## src/rtl/audio_pkg.sv

```systemverilog
// Shared audio-chain types and frame geometry.
package audio_pkg;
   localparam int SAMPLE_W    = 16;
   localparam int SLOT_W      = 32;
   localparam int FRAME_SLOTS = 64;

   typedef logic signed [SAMPLE_W-1:0] sample_t;
endpackage

```

## src/rtl/sample_fifo.sv

```systemverilog
// Small sample FIFO with extra-MSB pointers; a pop in the same cycle frees room for a push.
module sample_fifo
   import audio_pkg::*;
#(
   parameter int DEPTH = 4
) (
   input  logic                         clk,
   input  logic                         rst,
   input  logic                         push,
   input  logic                         pop,
   input  sample_t                      din,
   output sample_t                      dout,
   output logic [$clog2(DEPTH+1)-1:0]   level,
   output logic                         full,
   output logic                         empty
);
   localparam int AW = $clog2(DEPTH);
   localparam int LW = $clog2(DEPTH+1);

   logic [AW:0] wptr, rptr;
   sample_t     mem [DEPTH];
   logic        do_push, do_pop;

   assign empty   = (wptr == rptr);
   assign full    = (wptr[AW] != rptr[AW]) && (wptr[AW-1:0] == rptr[AW-1:0]);
   assign do_pop  = pop && !empty;
   assign do_push = push && (!full || do_pop);
   assign dout    = mem[rptr[AW-1:0]];
   assign level   = LW'(wptr - rptr);

   always_ff @(posedge clk or negedge rst) begin
      if (!rst) begin
         wptr <= '0;
         rptr <= '0;
      end else begin
         if (do_push) wptr <= wptr + 1'b1;
         if (do_pop)  rptr <= rptr + 1'b1;
      end
   end

   always_ff @(posedge clk) begin
      if (do_push) mem[wptr[AW-1:0]] <= din;
   end
endmodule

```

## src/rtl/i2s_tx.sv

```systemverilog
// I2S master transmitter: mono sample sent on both channels of a 64-slot Philips frame.
// Optional: define I2S_UNDERRUN_HOLD_EN to repeat the last sample on underrun instead of silence.
module i2s_tx
   import audio_pkg::*;
#(
   parameter int BCLK_HALF  = 16,
   parameter int FIFO_DEPTH = 4
) (
   input  logic                              clk,
   input  logic                              rst,
   input  logic [15:0]                       sample_in,
   input  logic                              sample_in_valid,
   output logic                              i2s_bclk,
   output logic                              i2s_lrclk,
   output logic                              i2s_sdata,
   output logic [$clog2(FIFO_DEPTH+1)-1:0]   fifo_level,
   output logic                              underrun,
   output logic                              overflow
);
   localparam int DW = (BCLK_HALF > 1) ? $clog2(BCLK_HALF) : 1;
   localparam int SW = $clog2(FRAME_SLOTS);
   localparam int MW = $clog2(SLOT_W);
   localparam int BW = $clog2(SAMPLE_W);

   logic [DW-1:0] div_cnt;
   logic [SW-1:0] slot, slot_nxt;
   logic [MW-1:0] m;
   logic [BW-1:0] idx;
   sample_t       shift, head;
   logic          tc, fall_tick, pop_tick, bit_on, sdata_nxt;
   logic          full, empty;

   sample_fifo #(.DEPTH(FIFO_DEPTH)) u_fifo (
      .clk   (clk),
      .rst   (rst),
      .push  (sample_in_valid),
      .pop   (pop_tick),
      .din   (sample_in),
      .dout  (head),
      .level (fifo_level),
      .full  (full),
      .empty (empty)
   );

   assign tc        = (div_cnt == DW'(BCLK_HALF - 1));
   assign fall_tick = tc && i2s_bclk;
   assign slot_nxt  = slot + 1'b1;
   assign pop_tick  = fall_tick && (slot_nxt == '0);

   // Position within the half-frame; slot 0 of each half is the one-BCLK I2S delay.
   assign m         = slot_nxt[MW-1:0];
   assign bit_on    = (m != '0) && (m <= MW'(SAMPLE_W));
   assign idx       = BW'(SAMPLE_W - int'(m));
   assign sdata_nxt = bit_on ? shift[idx] : 1'b0;

   always_ff @(posedge clk or negedge rst) begin
      if (!rst) begin
         div_cnt   <= '0;
         i2s_bclk  <= 1'b0;
         slot      <= '1;
         i2s_lrclk <= 1'b1;
         i2s_sdata <= 1'b0;
      end else begin
         div_cnt <= tc ? '0 : div_cnt + 1'b1;
         if (tc) i2s_bclk <= ~i2s_bclk;
         if (fall_tick) begin
            slot      <= slot_nxt;
            i2s_lrclk <= slot_nxt[SW-1];
            i2s_sdata <= sdata_nxt;
         end
      end
   end

`ifdef I2S_UNDERRUN_HOLD_EN
   sample_t hold;

   always_ff @(posedge clk or negedge rst) begin
      if (!rst) begin
         shift <= '0;
         hold  <= '0;
      end else if (pop_tick) begin
         if (!empty) begin
            shift <= head;
            hold  <= head;
         end else begin
            shift <= hold;
         end
      end
   end
`else
   always_ff @(posedge clk or negedge rst) begin
      if (!rst)          shift <= '0;
      else if (pop_tick) shift <= empty ? '0 : head;
   end
`endif

   // A pop in the same cycle makes room, so a push into a full FIFO is only dropped without one.
   always_ff @(posedge clk or negedge rst) begin
      if (!rst) begin
         underrun <= 1'b0;
         overflow <= 1'b0;
      end else begin
         underrun <= pop_tick && empty;
         overflow <= sample_in_valid && full && !pop_tick;
      end
   end
endmodule

```

## config.mk

```make
export PLATFORM = sky130hd
export DESIGN_NAME = i2s_tx
export DESIGN_NICKNAME = d
export VERILOG_FILES = /design/src/rtl/audio_pkg.sv /design/src/rtl/sample_fifo.sv /design/src/rtl/i2s_tx.sv
export SDC_FILE = /design/constraint.sdc
export NUM_CORES = 1
export LEC_CHECK = 0
export ABC_AREA = 1
export CAP_MARGIN = 20
export CORE_MARGIN = 4
export CORE_UTILIZATION = 40
export DETAILED_ROUTE_END_ITERATION = 10
export GPL_ROUTABILITY_DRIVEN = 0
export HOLD_SLACK_MARGIN = 0.03
export PLACE_DENSITY = 0.55
export REMOVE_ABC_BUFFERS = 1
export SETUP_SLACK_MARGIN = 0.02
export SKIP_CTS_REPAIR_TIMING = 1
export SLEW_MARGIN = 40
export SYNTH_ARGS = -nofsm -noshare
export SYNTH_HDL_FRONTEND = slang
export SYNTH_HIERARCHICAL = 1
export SYNTH_SLANG_ARGS = --single-unit
```

## constraint.sdc

```tcl
create_clock -name clk -period 4.19 [get_ports clk]
set_input_delay 0.838 -clock clk [delete_from_list [all_inputs] [get_ports clk]]
set_output_delay 0.838 -clock clk [all_outputs]
set_load 0.005 [all_outputs]
```

=== Word level (Yosys, flattened, before mapping) ===
Memories as Yosys holds them, arrays and structs flattened.
Cells that the tools add are included.

* Memory bits (writable): 64
* Memories kept: 1
* Word-level logic and storage cells: 46
* Register bits: 37

* Muxes and demuxes: 7
* Bitwise gates (word level): 1
* Reductions and logical operators: 15
* Magnitude comparators: 2
* $add $sub $neg: 6
* Eq/ne operators: 4

{| class="wikitable"
|+ Memory list
! name !! words !! width !! rd ports !! clocked after memory_dff !! write ports !! line !! text
|-
| u_fifo.mem || 4 || 16 || 1 || 0 || 1 || sample_fifo.sv:21 || <nowiki>sample_t mem [DEPTH];</nowiki>
|}

{| class="wikitable"
|+ Operators with widths
! operator !! count
|-
| two-way mux 16 bit || 1
|-
| logical AND 1 bit || 9
|-
| adder 3 x 1 -> 3 bit, second input constant || 2
|-
| adder 6 x 1 -> 6 bit, second input constant || 1
|-
| zero test 6 bit || 1
|-
| <= comparator 5 bit, second input constant || 1
|-
| < comparator 4 x 5 -> 1 bit, second input constant || 1
|-
| nonzero test 5 bit || 1
|-
| adder 4 x 1 -> 4 bit, second input constant || 1
|-
| binary-select mux 1 bit (select 4 bit) || 1
|-
| equality test 4 bit, second input constant || 1
|-
| two-way mux 1 bit || 4
|-
| two-way mux 4 bit || 1
|-
| subtractor 1 x 4 -> 4 bit, first input constant || 1
|-
| equality test 3 bit || 1
|-
| zero test 1 bit || 3
|-
| subtractor 3 bit || 1
|-
| equality test 2 bit || 1
|-
| logical OR 1 bit || 1
|-
| inequality test 1 bit || 1
|-
| inverter 1 bit || 1
|}

=== Logic depth before layout (Yosys ltp) ===
Gate-level depths: netlist of the first run.

* Depth in word-level cells: 8
* Mapped depth: 14

=== By module ===
Netlist of the first run, hierarchy kept.

{| class="wikitable"
|+ By module, submodules not included
! module !! seq. area each (um^2) !! times used !! area an instance (um^2) !! cells each
|-
| sample_fifo || 2072.0 || 1 || 2894.0 || 216
|-
| i2s_tx || 758.2 || 1 || 1641.6 || 211
|}

=== Worst setup path before layout of the first run ===
OpenSTA, ideal clock, no wires.

* Path kind: register -> register
* Start: reg slot[0]
* End: mem u_fifo/mem[0][0] in the netlist's numbering (enable)
* Setup time: 376 ps
* Slack: 1624 ps
* Period minus slack after synthesis: 2566 ps
* Stages on the path, launching flop included: 13
* Arrival: 2191 ps
* Path through: dfstp_2 > ha_1 > nand3_2 > xor2_1 > inv_1 > nand2_1 > inv_2 > nand2_4 > inv_1 > inv_1 > nand3_4 > nand2_8 > nor2_2

* Cells in the longest elaborated chain, start to end: 8

{| class="wikitable"
|+ RTL lines
! item !! line !! text
|-
| start, declared || i2s_tx.sv:26 || <nowiki>logic [SW-1:0] slot, slot_nxt;</nowiki>
|-
| start signal, assigned || i2s_tx.sv:67 || <nowiki>slot <= slot_nxt;</nowiki>
|-
| adder 6 x 1 -> 6 bit || i2s_tx.sv:47 || <nowiki>assign slot_nxt = slot + 1'b1;</nowiki>
|-
| zero test 6 bit || i2s_tx.sv:48 || <nowiki>assign pop_tick = fall_tick && (slot_nxt == '0);</nowiki>
|-
| logical AND 1 bit || i2s_tx.sv:48 ||
|-
| net pop_tick || i2s_tx.sv:30 || <nowiki>logic tc, fall_tick, pop_tick, bit_on, sdata_nxt;</nowiki>
|-
| logical AND 1 bit || sample_fifo.sv:26 || <nowiki>assign do_pop = pop && !empty;</nowiki>
|-
| logical OR 1 bit || sample_fifo.sv:27 || <nowiki>assign do_push = push && (!full || do_pop);</nowiki>
|-
| logical AND 1 bit || sample_fifo.sv:27 ||
|-
| two-way mux 1 bit || sample_fifo.sv:42 || <nowiki>if (do_push) mem[wptr[AW-1:0]] <= din;</nowiki>
|-
| two-way mux 1 bit (implied by the code) || sample_fifo.sv:42 ||
|-
| end, declared || sample_fifo.sv:21 ||
|}

The timed path passes the listed nets, and every way through them passes these cells.

=== Worst setup path in the final report of the first run ===
* Start: reg u_fifo.rptr[1]
* End: out fifo_level[1]

* Cells in the longest elaborated chain, start to end: 1

{| class="wikitable"
|+ RTL lines
! item !! line !! text
|-
| start, declared || sample_fifo.sv:20 || <nowiki>logic [AW:0] wptr, rptr;</nowiki>
|-
| start signal, assigned || sample_fifo.sv:37 || <nowiki>if (do_pop) rptr <= rptr + 1'b1;</nowiki>
|-
| subtractor 3 bit || sample_fifo.sv:29 || <nowiki>assign level = LW'(wptr - rptr);</nowiki>
|-
| end, declared || i2s_tx.sv:16 || <nowiki>output logic [$clog2(FIFO_DEPTH+1)-1:0] fifo_level,</nowiki>
|}

Every way passes these cells.

==> results of run 1 <==
-- layout by cell type (no fill, tap or decap) --
cell type,netlist,layout
buf_4,3,6
bufinv_16,0,2
bufinv_8,1,1
clkbuf_16,0,9
clkdlybuf4s50_1,0,25
clkinv_1,1,1
clkinv_8,0,1
dfrtp_1,30,30
dfstp_2,6,6
edfxtp_1,64,64
fa_1,1,1
ha_1,9,9
inv_1,33,33
inv_2,4,4
inv_6,0,3
inv_8,0,1
nand2_1,102,102
nand2_2,6,6
nand2_4,3,3
nand2_8,1,1
nand3_1,10,10
nand3_2,2,2
nand3_4,1,1
nand4_1,2,2
nor2_1,49,49
nor2_2,4,4
o21ai_0,15,15
o21ai_1,26,26
o21ai_2,16,16
o22ai_1,16,16
or2_2,1,1
xnor2_1,1,1
xor2_1,8,8
-- flip-flops by register name (all words and copies together) (netlist names) --
register	count
overflow	1
u_fifo/wptr	3
underrun	1
u_fifo/rptr	3
i2s_lrclk	1
slot	5
u_fifo/mem	64
div_cnt	4
shift	16
i2s_bclk	1
i2s_sdata	1
-- layer usage --
metal	part of all wire (%)	wire length (um)
met2	49	4060
met3	2.9	237
met1	47	3880
met4	0.74	61
met5	0	0
-- critical path, delay by kind of cell, from the launching register on --
kind | cells | cell delay (ps)
adder cells (fa/ha/maj) | 1 | 530
buffers and inverters | 2 | 550
flip-flops | 1 | 810
-- worst max path at each step --
stage | startpoint | slack (ps) | to | cells past startpoint
after detailed placement | div_cnt[0]$_DFF_PN0_ | 1230 | u_fifo/mem[3][2]$_DFFE_PP_ | 12
after global routing | div_cnt[0]$_DFF_PN0_ | 920 | u_fifo/mem[3][11]$_DFFE_PP_ | 12
after global placement | slot[0]$_DFFE_PN1P_ | 1270 | u_fifo/mem[3][6]$_DFFE_PP_ | 13
after CTS | u_fifo/rptr[1]$_DFFE_PN0P_ | 1060 | fifo_level[1] | 3
final | u_fifo/rptr[1]$_DFFE_PN0P_ | 1120 | fifo_level[1] | 3
after floorplan | slot[0]$_DFFE_PN1P_ | 1330 | u_fifo/mem[0][0]$_DFFE_PP_ | 12
-- cell type report --
class / count / area, um2 / area share (%)
clock buffers: 9 / 225 / 4.29
clock inverters: 7 / 114 / 2.17
inverters: 39 / 160 / 3.05
multi-input cells: 273 / 1450 / 27.6
flip-flops and latches: 100 / 2830 / 53.9
well taps: 140 / 175 / 3.34
repair buffers: 31 / 295 / 5.63
-- power by group through the flow --
stage	registers (W)	logic (W)	clock network, W
5_1_grt	0.00126	0.000485	0.000995
2_1_floorplan	0.00125	0.000284	0
3_3_place_gp	0.00126	0.000439	0
4_1_cts	0.00125	0.000442	0.000944
3_5_place_dp	0.00127	0.000438	0
6_report	0.00124	0.000432	0.000921
-- metrics by stage --
stage / hold slack [ps] / cell area (um2) / power [W] / instances
3_5_place_dp: 471 / 4910 / 0.00170 / 583
4_1_cts: 462 / 5250 / 0.00263 / 599
6_report: 454 / 5250 / 0.00260 / 599
3_3_place_gp: 467 / 4900 / 0.00170 / 583
2_1_floorplan: 450 / 4440 / 0.00154 / 412
5_1_grt: 487 / 5250 / 0.00273 / 599
-- cells by family (layout without fill, tap and decap cells) --
| kind of cell | Yosys count | count (layout) | share of synthesized area [%] |
|---|---|---|---|
| buf+inv | 54 | 86 | 5.71 |
| xor+xnor | 9 | 9 | 1.74 |
| flops | 100 | 100 | 62.4 |
| fa+ha+maj | 10 | 10 | 2.92 |
| simple gates | 181 | 181 | 17.4 |
| compound gates | 73 | 73 | 9.82 |
==> impl_metrics.ini, run 1 <==
[cells_and_area]
fillCellCount = 1026
antenna-diode-count = 0
finalNetCount = 483
areaGrowthSynthToFinish_pct = 15.7
final_core_util_pct = 47.8
drive_gt1_share_pct = 14.6

[power_and_ir_drop]
pwr-share-comb_pct = 16.6
pwr_density_cell_nw_per_um2 = 495
p_leak_nw = 2.21
internal_power_w = 0.00190
pwr-share-seq_pct = 47.9
switching_share_pct = 26.9
p_switching_w = 0.000699
peakVddDrop_uv = 285
pwr-share-clk_pct = 35.5

[synth]
syn_avg_cell_area_um2 = 10.6
ys_seq_area_share_pct = 62.4
synth.area.top_cells = edfxtp_1 42%, dfrtp_1 17%, nand2_1 8.4%
netlist_instances = 427
yosysWarnings = 6
yosysMostFrequentCell = nand2_1
synth_edf_count = 64
synthArstFlopShare_pct = 36.0
ys_types = 30
ys_seq_elements = 100
synth_largest_area_cell = edfxtp_1
yosysTopAreaCellShare_pct = 42.4
synthTopCellsByCount = 102 x nand2_1, 64 x edfxtp_1, 49 x nor2_1
synth-main-ff-cell = edfxtp_1
synth_area_um2 = 4540

[worst_setup_path]
r2r_start = div_cnt[0]$_DFF_PN0_
crit_chain = fa_1, inv_1, clkdlybuf4s50_1
worst-setup-path-type = reg -> out
arrival_ps = 2230
rr_endpoint = u_fifo/mem[2][9]$_DFFE_PP_
crit_slowest_cell = dfrtp_1
reg2reg_depth = 12
critical-path-max-stage-delay_ps = 810
startpoint_type = flop
regToRegSetupSlack_ps = 1240
setup.worst_path.end_class = output pin
required_ps = 3350
crit_fanout = 20

[cts]
root_buffer = clkbuf_16
cts_buffers = 9
cts_max_level = 3
cts.clk_slew.worst_paths_ps = 70
cts.sinks = 100
cts_tree = yes
clk-insertion-delay-late_ps = 340
clockBufferDepth = 2

[route]
routedWlPerCell_um = 13.8
firstDrtPassIters = 4
via_per_inst = 4.80
antenna_left = 0
drtIter0Drc = 129
drc = 0
vias = 2877
wirelength_mm = 8.24

[floorplan]
initial_core_util_pct = 41.3
core_region_area_um2 = 11000
num_rows = 38
io_pins = 27
fp.dieH_um = 114
die_w_um = 114
die-area_um2 = 13100

[sta]
setup_viol = 0
hold_viol = 0
finClkSkew_ps = 10.3
tightest_slew_ps = 724
slew-limit-headroom_pct = 51.8
setup_slack_ps = 1120
rsz0062_at_grt = no
fmax_mhz = 326
finalMaxSlewViolations = 0
tns_ps = 0
timing.final.crit_period_ps = 3070
min_period_over_period_pct = 73.2

[grt]
antenna_found_initial = 0
grt_pass1_wl_mm = 14.0
use_met2_pct = 22.7
grt_max_degree = 37
grt_busiest_layer = met2
grt_usage_pct = 13.6
globalRouteMet3Util_pct = 3.33
grt_overflow = 0
grt_use_met1_pct = 18.1
grt_pass1_vias = 2882

[placed_design]
hpwl_mm = 5.45
port_buffers = 26
dp_slack_ps = 1230

[run_status]
status = completed

[job]
cap_viol_max_count = 0

[min_path]
min_path_type = in -> async
Note: power is estimated with default switching activity, not from simulation.
==> run 2, diff against run 1 <==
--- a/config.mk
+++ b/config.mk
@@ -12,7 +12,7 @@
 export DETAILED_ROUTE_END_ITERATION = 10
 export GPL_ROUTABILITY_DRIVEN = 0
 export HOLD_SLACK_MARGIN = 0.03
-export PLACE_DENSITY = 0.55
+export PLACE_DENSITY = 0.58
 export REMOVE_ABC_BUFFERS = 1
 export SETUP_SLACK_MARGIN = 0.02
 export SKIP_CTS_REPAIR_TIMING = 1
==> constraint.sdc (replaced) <==
create_clock -name clk -period 2.7 [get_ports clk]
set_input_delay 0.54 -clock clk [delete_from_list [all_inputs] [get_ports clk]]
set_output_delay 0.54 -clock clk [all_outputs]
set_load 0.005 [all_outputs]
==> run 2 against run 1 <==
Effect of this change:
- hold slack got worse by 300 ps
- sequential share of layout area about the same
- wire length increased by 3.1%
- flip-flop and latch count unchanged
- via count increased by 1.6%
- final cell count increased by 1.2%
- critical path depth increased by 2
- clock-buffer cell count unchanged
==> impl_metrics.ini, run 2 (synthesis results as in run 1) <==
[floorplan]
core_region_area_um2 = 11000
num_rows = 38
io_pins = 27
initial_core_util_pct = 41.3
fp.dieH_um = 114
die-area_um2 = 13100
die_w_um = 114

[route]
routedWlPerCell_um = 14.0
antenna_left = 0
wirelength_mm = 8.49
drc = 0
firstDrtPassIters = 4
vias = 2922
via_per_inst = 4.82
drtIter0Drc = 143

[cells_and_area]
final_core_util_pct = 47.8
largest_register_ffs = 64
mostFrequentLayoutCells = 102 x nand2_1, 64 x edfxtp_1, 49 x nor2_1
antenna-diode-count = 0
areaGrowthSynthToFinish_pct = 15.6
drive_gt1_share_pct = 15.9
layout_commonest_cell = nand2_1
finalNetCount = 490

[worst_setup_path]
critPathCapture = fifo_level[1]
path_buf_inv = 3
required_ps = 2160
arrival_ps = 2010
critical-path-max-stage-delay_ps = 490
worst-setup-path-type = reg -> out
reg2reg_depth = 13
regToRegSetupSlack_ps = 360
critPathTopFamily = adder cells
setup.worst_path.end_class = output pin
crit_chain = inv_2, ha_1, fa_1, inv_1, clkdlybuf4s50_1
critical_path_depth = 5
r2r_start = slot[0]$_DFFE_PN1P_
crit_slowest_cell = clkdlybuf4s50_1
setup.worst_path.start = u_fifo/wptr[0]$_DFFE_PN0P_
crit_fanout = 4
rr_endpoint = u_fifo/mem[2][7]$_DFFE_PP_
startpoint_type = flop

[sta]
finClkSkew_ps = 8.97
min_period_over_period_pct = 94.3
finalMaxSlewViolations = 0
hold_viol = 0
slew-limit-headroom_pct = 60.5
timing.final.crit_period_ps = 2550
tightest_slew_ps = 592
rsz0062_at_grt = no
setup_slack_ps = 154
setup_viol = 0
fmax_mhz = 393

[grt]
antenna_found_initial = 0
grt_usage_pct = 14.2
grt_overflow = 0
grt_pass1_vias = 2931
grt_pass1_wl_mm = 14.6
grt_max_degree = 37

[power_and_ir_drop]
pwr_density_cell_nw_per_um2 = 736
p_leak_nw = 2.23
peakVddDrop_uv = 449

[placed_design]
hpwl_mm = 5.37
dp_slack_ps = 351
port_buffers = 26

[cts]
cts_buffers = 9
clk-insertion-delay-late_ps = 340
cts_max_level = 3
cts.clk_slew.worst_paths_ps = 70
cts_tree = yes
clockBufferDepth = 2
cts.sinks = 100
root_buffer = clkbuf_16

[min_path]
min_path_type = in -> async

[job]
cap_viol_max_count = 0

[run_status]
status = completed
## run 2: changes by cell type in the layout (fill, tap and decap cells not counted), sizes merged
cell	change
clkinv	+1
dlymetal6s2s	+1
bufinv	-2
buf	+7
inv	+1
clkdlybuf4s50	-1
## run 2: layer usage
layer / part of all wire [%] / vias up / GRT usage (%)
li1: - / 1490 / -
met1: 48 / 1381 / 18.7
met2: 48 / 43 / 23.4
met3: 3.1 / 8 / 3.22
met4: 1.2 / 0 / 4.35
met5: 0 / - / 0
## run 2: cell type report
| cell class | count | area, um2 |
|---|---|---|
| Fill cell | 988 | 5740 |
| Clock inverter | 7 | 57.6 |
| Multi-Input combinational cell | 273 | 1450 |
| Clock buffer | 9 | 225 |
| Tap cell | 140 | 175 |
| Inverter | 39 | 160 |
| Timing Repair Buffer | 38 | 350 |
| Sequential cell | 100 | 2830 |
## run 2: per-stage QoR
| stage | total power [W] | cell area, um2 | instances | hold slack [ps] | setup TNS [ps] |
|---|---|---|---|---|---|
| after floorplan | 0.00239 | 4440 | 412 | 244 | -10430 |
| after global placement | 0.00266 | 4950 | 589 | 463 | 0 |
| after detailed placement | 0.00267 | 4950 | 589 | 469 | 0 |
| after CTS | 0.00391 | 5240 | 605 | 172 | -16.0 |
| after global routing | 0.00406 | 5250 | 606 | 194 | 0 |
| final | 0.00386 | 5250 | 606 | 155 | 0 |
## run 2: worst min-delay path by stage
stage,start,end,cells past startpoint
detailed placement,shift[11]$_DFFE_PN0P_,shift[11]$_DFFE_PN0P_,2
finish,rst,u_fifo/wptr[0]$_DFFE_PN0P_,1
global placement,shift[7]$_DFFE_PN0P_,shift[7]$_DFFE_PN0P_,2
CTS,rst,shift[15]$_DFFE_PN0P_,1
floorplan,rst,div_cnt[0]$_DFF_PN0_,0
global route,rst,overflow$_DFF_PN0_,1
## run 2: where the power goes
| part | switching, W | total (W) | internal [W] |
|---|---|---|---|
| logic | 0.000449 | 0.000704 | 0.000255 |
| registers | 0.0000651 | 0.00193 | 0.00186 |
| clock network | 0.000584 | 0.00123 | 0.000643 |
| total | 0.00110 | 0.00386 | 0.00276 |
==> RTL edit, RTL diff (settings of run 1) <==
Change the parameter `FIFO_DEPTH` from 4 to 2.
--- a/src/rtl/i2s_tx.sv
+++ b/src/rtl/i2s_tx.sv
@@ -5,5 +5,5 @@
 #(
    parameter int BCLK_HALF  = 16,
-   parameter int FIFO_DEPTH = 4
+   parameter int FIFO_DEPTH = 2
 ) (
    input  logic                              clk,
Interface: changed (resized fifo_level); port bits go from 27 to 26. The function was not compared with the original's and may differ.
==> RTL edit against run 1 <==
  * Routed wire length fell by 36%
  * Worst setup slack lost 0.039 ns
  * Via count fell by 29%
  * Synthesized area decreased by 32%
  * Cell area is 31% lower
  * Total power down 36%
  * Sequential cell count decreased by 34
  * Clock skew increased by 0.0029 ns
  * Die area down 30%
  * Critical endpoint is now u_fifo/mem[0][13]
==> RTL edit: results (changes against run 1) <==
[placement]
placed_area_um2 = 3400  ; -31%
hpwl_um = 3430  ; -37%
numPortBuffers = 25  ; -3.8%

[cts]
clock-root-buffer = clkbuf_8
clock-sinks = 66  ; -34%

[layout]
register_area_um2 = 1820  ; -36%
nFillCells = 723  ; -30%
signal_buffers = 28  ; -9.7%
multiInputGateArea_um2 = 1070  ; -26%
syn2layout_area_growth_pct = 17.5
multi_input_cells = 224  ; -18%
seq-cell-share = 0.502  ; -0.0372
clk_share = 0.0601  ; -0.00453
drive_gt1_frac = 0.148  ; +0.00198
n_all_inverters = 31  ; -21%
layout.nets = 382  ; -21%
nClkBuffers = 10  ; +1
largest_reg_flops = 32  ; -50%

[global_route]
met2_usage = 0.217  ; -0.0103
use_met3 = 0.0493  ; +0.0160
grt_pass1_vias = 1964  ; -32%
track_usage = 0.132  ; -0.00375
grt_first_pass_wirelength_um = 8980  ; -36%
grt_max_degree = 35  ; -5.4%

[yosys]
synth_cells = 331  ; -22%
synthDistinctLibCells = 24  ; -20%
async_flop_share = 0.515  ; +0.155
synthTopCellsByArea = edfxtp_1 (31%), dfrtp_1 (23%), nand2_1 (18%)
synth_edf_count = 32  ; -50%
ys_top_cells_by_count = nand2_1 (147), edfxtp_1 (32), dfrtp_1 (28), inv_1 (28), nor2_1 (18)
synth-compound-area-share = 0.0601  ; -0.0381

[drt]
wl_met1_um = 2410  ; -38%
routed_wl_um = 5240  ; -36%
routedWlPerCell_um = 11.3  ; -18%
drt_iter0_drc = 65  ; -50%

[power]
powerSeq_w = 0.000798  ; -36%
ir_worst_vdd_mv = 0.185  ; -35%
power.density_nw_per_um2 = 459  ; -7.2%
p_leak_nw = 1.68  ; -24%
switching_share = 0.274  ; +0.00507
pwr-share-clk = 0.351  ; -0.004

[status]
status = finished, final reports clean

[critical_path]
crit_path_top_delay_cell = dfstp_2
crit_fanout = 34  ; +70%
cp_top_family = buffers and inverters

[sta]
clock_skew_ns = 0.0133  ; +0.00295 ns
maxSlewHeadroom = 0.528  ; +0.0103

[hold_path]
min_path_type = register to register

==> RTL edit: cell count changes after synthesis, moves of 2 or more <==
cell             run 1  this run
nand2_1            102       147
edfxtp_1            64        32
nor2_1              49        18
o21ai_1             26         0
o22ai_1             16         0
ha_1                 9         3
o21ai_0             15         9
buf_2                7         2
inv_1               33        28
nor2_2               4         0
dfrtp_1             30        28
inv_2                4         2
nand3_1             10         8
==> RTL edit: path summary, 6_finish.rpt <==
kind | cells past startpoint | from | slack [ns] | endpoint
max | 12 | slot[0] | 1.08 | u_fifo/mem[0][13]
min | 2 | i2s_sdata | 0.49 | i2s_sdata
max reg2reg | 12 | slot[0] | 1.08 | u_fifo/mem[0][13]
min reg2reg | 2 | i2s_sdata | 0.49 | i2s_sdata
max in group asynchronous | 2 | rst | 2.94 | slot[4]
min in group asynchronous | 2 | rst | 0.90 | overflow
